===== src/rtl/cic_integ_decim.sv =====
// CIC integrator chain plus rate decimator.
// STAGES cascaded wrap-around accumulators feed a sample counter that
// forwards every DECIM-th integrated sample to the comb section.
//
// Valid semantics: a sample is taken on every clock edge where its valid is
// high (din_valid at the input, v[k-1] between stages). There is no ready
// or backpressure. dout_valid is a one-cycle strobe, and dout holds its
// value between strobes.
module cic_integ_decim #(
  parameter int DIN_WIDTH  = 16,
  parameter int DOUT_WIDTH = 25,
  parameter int STAGES     = 3,
  parameter int DECIM      = 8,
  parameter int DIFF_DELAY = 1
) (
  input  logic                         clk,
  input  logic                         rst,
  input  logic signed [DIN_WIDTH-1:0]  din,
  input  logic                         din_valid,
  output logic signed [DOUT_WIDTH-1:0] dout,
  output logic                         dout_valid
);

  localparam int CNT_W     = $clog2(DECIM);
  localparam int MIN_WIDTH = DIN_WIDTH + STAGES * $clog2(DECIM * DIFF_DELAY);

  // Refuse to elaborate if the accumulators cannot hold the CIC bit growth.
  if (DOUT_WIDTH < MIN_WIDTH) begin : g_width_check
    $error("cic_integ_decim: DOUT_WIDTH too small for the CIC bit growth");
  end

  logic signed [DOUT_WIDTH-1:0] din_ext;
  logic signed [DOUT_WIDTH-1:0] acc     [STAGES];
  logic signed [DOUT_WIDTH-1:0] stage_x [STAGES];
  logic        [STAGES-1:0]     stage_v;
  logic        [STAGES-1:0]     v;
  logic        [CNT_W-1:0]      cnt;

  // Sign-extend the input sample to the accumulator width.
  assign din_ext = DOUT_WIDTH'(din);

  // Stage k takes the extended input (k = 0) or the previous accumulator.
  for (genvar k = 0; k < STAGES; k++) begin : g_stage_in
    if (k == 0) begin : g_first
      assign stage_x[k] = din_ext;
      assign stage_v[k] = din_valid;
    end else begin : g_chain
      assign stage_x[k] = acc[k-1];
      assign stage_v[k] = v[k-1];
    end
  end

  // Integrators: each stage adds its input modulo 2^DOUT_WIDTH, freezes
  // while its input valid is low, and passes the valid on one cycle later.
  always_ff @(posedge clk) begin
    if (rst) begin
      for (int k = 0; k < STAGES; k++) begin
        acc[k] <= '0;
      end
      v <= '0;
    end else begin
      for (int k = 0; k < STAGES; k++) begin
        if (stage_v[k]) begin
          acc[k] <= acc[k] + stage_x[k];
        end
      end
      v <= stage_v;
    end
  end

  // Decimator: count samples leaving the last stage and forward every
  // DECIM-th one. The phase tracks samples, not cycles, so gaps in the
  // input do not disturb it.
  always_ff @(posedge clk) begin
    if (rst) begin
      cnt        <= '0;
      dout       <= '0;
      dout_valid <= 1'b0;
    end else begin
      dout_valid <= 1'b0;
      if (v[STAGES-1]) begin
        if (cnt == CNT_W'(DECIM - 1)) begin
          cnt        <= '0;
          dout       <= acc[STAGES-1];
          dout_valid <= 1'b1;
        end else begin
          cnt <= cnt + CNT_W'(1);
        end
      end
    end
  end

endmodule


===== config.mk =====
export PLATFORM = sky130hd
export DESIGN_NAME = cic_integ_decim
export DESIGN_NICKNAME = d
export VERILOG_FILES = /design/src/rtl/cic_integ_decim.sv
export SDC_FILE = /design/constraint.sdc
export NUM_CORES = 1
export LEC_CHECK = 0
export ABC_AREA = 0
export BUFFER_PORTS_ARGS = -buffer_cell sky130_fd_sc_hd__buf_2
export CORE_UTILIZATION = 56
export CTS_CLUSTER_SIZE = 24
export DETAILED_ROUTE_END_ITERATION = 10
export MAX_ROUTING_LAYER = met4
export PLACE_DENSITY = 0.81
export SETUP_SLACK_MARGIN = 0.5
export SLEW_MARGIN = 10
export SYNTH_ARGS = -nofsm -noshare
export SYNTH_HDL_FRONTEND = slang
export SYNTH_SLANG_ARGS = --single-unit

===== constraint.sdc =====
create_clock -name clk -period 2.8 [get_ports clk]
set_clock_uncertainty 0.15 [all_clocks]
set_input_delay 0.28 -clock clk [delete_from_list [all_inputs] [get_ports clk]]
set_output_delay 0.28 -clock clk [all_outputs]
set_load 0.01 [all_outputs]

==> summary.txt <==
CTS
  • Inserted Clock Buffers: 9
  • Clock tree buffer depth: 2
  • TritonCTS clock tree: yes
  • H-tree levels: 3
  • CTS Hold Bufs: 0
  • Clock Latency Late Sink: 0.37 ns
  • CTS clock-pin slew for the worst setup and hold paths: 0.08 ns
  • Clock root buffer: clkbuf_16
  • CTS Sinks: 107

Power
  • Worst VDD drop: 0.399 mV
  • PwrDens: 852 mW/mm2
  • Leak: 3.91 nW

Worst setup path
  • Crit Path Category: flip-flop to flip-flop
  • CP endpoint kind: flip-flop
  • Crit Path Max Fanout: 5
  • Worst path max stage delay: 0.46 ns
  • Reg2Reg Depth: 11
  • Reg2reg start: acc[0][0]
  • CP Data Arrival Time: 2.78 ns
  • Critical path's slowest cell: edfxtp_1
  • Setup slack, reg-to-reg: -0.02 ns
  • CP bufs+invs: 2
  • Crit path launch type: flip-flop
  • CP required: 2.77 ns
  • Critical path, cell by cell: buf_6 > ha_4 > fa_2 > a21o_1 > a21oi_2 > o21a_1 > o21ba_4 > buf_4 > o21ai_2 > xnor2_1 > nor2_1
  • CP top delay family: compound AO/OA/AOI/OAI gates
  • Crit Reg-Reg Endpoint: acc[0][37]

Synthesis
  • Flops & latches, synth: 107
  • Synth Flop Type: edfxtp_1
  • Mapped Nets: 867
  • Post-synth EDFFs: 75
  • Post-Synthesis Cells: 771
  • Synth cell types: 62
  • Synthesis Warnings: 0
  • Ys async rst share: 0%
  • Sequential share of the synthesized area: 38.8%
  • Mapped Area: 0.00746 mm2
  • Post-Syn Area per Cell: 9.68 um2

Place
  • Buffers added on ports: 44
  • Post-DP HPWL: 13.4 mm
  • Placed cell count: 969
  • Gp weighted congestion: 0.975

Drt
  • Iter 0 DRT Violations: 632
  • Pre-Repair DR Iteration Count: 8
  • Routed vias/inst: 6.39
  • Antenna viol nets, final: 0
  • Via Count: 6,631
  • Routed wire length: 20.8 mm
  • Post-route DRC: 0
  • Routed len/inst: 20.1 um

STA
  • Final setup violating endpoints: 2
  • Hold Fails Final Rpt: 0
  • Unrepaired setup endpoints after global routing: true
  • Fin. max-slew vios: 0
  • Post-route setup slack: -0.0184 ns
  • Crit share post-route: 101%
  • Final Critical Period: 2.82 ns
  • Peak Freq: 355 MHz
  • Slew headroom: 56.0%
  • Worst Tran Pin Value: 0.660 ns

Global routing
  • Met1 GRT Util: 36.8%
  • GR Util met2: 47.8%
  • Largest net degree at the start of global routing: 27
  • First-pass GRT wire length: 31.1 mm
  • GRT Util Overall: 28.9%
  • Vias in the first global route: 6,251
  • Met3 global-route usage: 3.88%
  • Initial antenna violation count: 0
  • Top Usage Layer GRT: met2
  • GRT overflow: 0

Die
  • Core footprint: 0.0128 mm2
  • Die ar.: 0.0138 mm2
  • Die Span Y: 117 um
  • IO Pins: 45
  • Core Rows: 41
  • Initial Util: 58.2%
  • Die width: 117 um

Final layout
  • Layout Nets: 956
  • Post-route insts no fill: 1,037
  • Fillers: 835
  • Layout cell share with drive strength beyond 1: 29.7%
  • Area occupied by multi-input gates: 0.00529 mm2
  • Area Overhead vs Synth: 27.4%
  • Reg area: 0.00289 mm2
  • Core Util, Final: 74.2%
  • Diodes inserted: 0
  • Most frequent cells in the layout: 75 x edfxtp_1, 72 x nor2_1, 49 x buf_4
  • Commonest non-fill, non-tap cell in the layout: edfxtp_1

Status
  • Outcome: complete, but fails checks
  • Failing checks: setup timing

Hold path
  • Worst hold start: rst
  • Hold Crit Endpoint: cnt[1]
  • Worst hold path class: primary input to flip-flop
  • Hold depth: 2

Job
  • Maxcap violations: 0
==> flip-flops by register name, summed over array words and instances, names as in the netlist <==
register    cells
dout           25
acc            75
cnt             3
v               3
dout_valid      1
==> cells in the mapped netlist (4+ instances only) <==
cell type / instances / area share (%)
and2_1: 9 / 0.75
nand2b_1: 5 / 0.42
mux2i_1: 6 / 0.80
ha_1: 74 / 12
and3_1: 10 / 0.84
a211o_1: 5 / 0.59
nand2_1: 36 / 1.8
xor2_1: 17 / 2.0
a22o_1: 25 / 2.9
nor2_1: 77 / 3.9
o31ai_1: 6 / 0.60
nor3_1: 23 / 1.5
or2_2: 4 / 0.34
nand3b_1: 5 / 0.50
a31oi_1: 8 / 0.67
o21bai_1: 6 / 0.60
dfxtp_1: 32 / 8.6
nand3_1: 18 / 1.2
nor2b_1: 8 / 0.67
edfxtp_1: 75 / 30
xnor2_1: 30 / 3.5
nand4_1: 9 / 0.75
a221o_1: 4 / 0.54
o211ai_1: 10 / 1.0
inv_1: 17 / 0.85
o21a_1: 23 / 2.3
a21boi_0: 6 / 0.60
clkbuf_1: 23 / 1.2
a211oi_1: 10 / 1.0
buf_1: 4 / 0.20
o21ai_0: 37 / 2.5
a21oi_1: 63 / 4.2
a21o_1: 36 / 3.6
==> worst max-delay path by stage <==
stage          startpoint          to  slack, ns  cells after the start
2_1_floorplan  acc[0][25]  acc[0][43]       0.32                      9
3_3_place_gp    acc[0][7]  acc[0][20]       0.09                      8
3_5_place_dp    acc[0][0]  acc[0][20]      0.004                      9
4_1_cts         acc[0][0]  acc[0][20]       0.10                     10
5_1_grt         acc[0][0]  acc[0][37]      -0.08                     11
6_report        acc[0][0]  acc[0][37]      -0.02                     11
==> power breakdown <==
part | switching [mW] | internal (mW) | total, mW
registers | 0.288 | 2.06 | 2.35
logic | 2.45 | 2.03 | 4.48
clock network | 0.649 | 0.626 | 1.28
total | 3.39 | 4.72 | 8.11
==> final cells by class <==
cell class | count | area share, %
multi-input cells | 617 | 55.6
well taps | 172 | 2.26
clock inverters | 6 | 0.605
repair buffers | 108 | 8.05
clock buffers | 10 | 2.41
inverters | 17 | 0.671
flip-flops and latches | 107 | 30.4
==> metrics by stage <==
step	hold slack [ns]	instance area (um2)	total power [mW]	TNS, ns	setup slack (ns)
4_1_cts	0.0676	9000	7.42	0	0.104
6_report	0.0858	9510	8.11	-0.0233	-0.0184
2_1_floorplan	0.315	7620	4.91	0	0.315
3_3_place_gp	0.306	8030	5.49	0	0.0871
5_1_grt	0.0972	9510	8.53	-0.476	-0.0793
3_5_place_dp	0.309	8030	5.62	0	0.00353
==> kinds of logic after synthesis <==
| kind of cell | after synthesis | synth area share [%] |
|---|---|---|
| adders and majority gates | 77 | 13.2 |
| and+or+nand+nor | 217 | 14.1 |
| DFF | 107 | 38.8 |
| AOI/OAI and AO/OA | 270 | 25.1 |
| xor gates and xnor gates | 47 | 5.51 |
| buffers and inverters | 47 | 2.58 |
| muxes | 6 | 0.805 |
==> metal layers <==
metal	vias to the layer above	wire, um
met1	3170	8880
met3	59	1210
met2	289	10100
met5	-	0
li1	3113	-
met4	0	631
==> repair_timing <==
item / CTS / global route
setup endpoints to repair: 45 / 49
setup buffers: 31 / 21
pin swaps: 44 / 72
resized for setup: 79 / 78
hold endpoints to repair: 0 / 0
(Power assumes the default switching activity.)
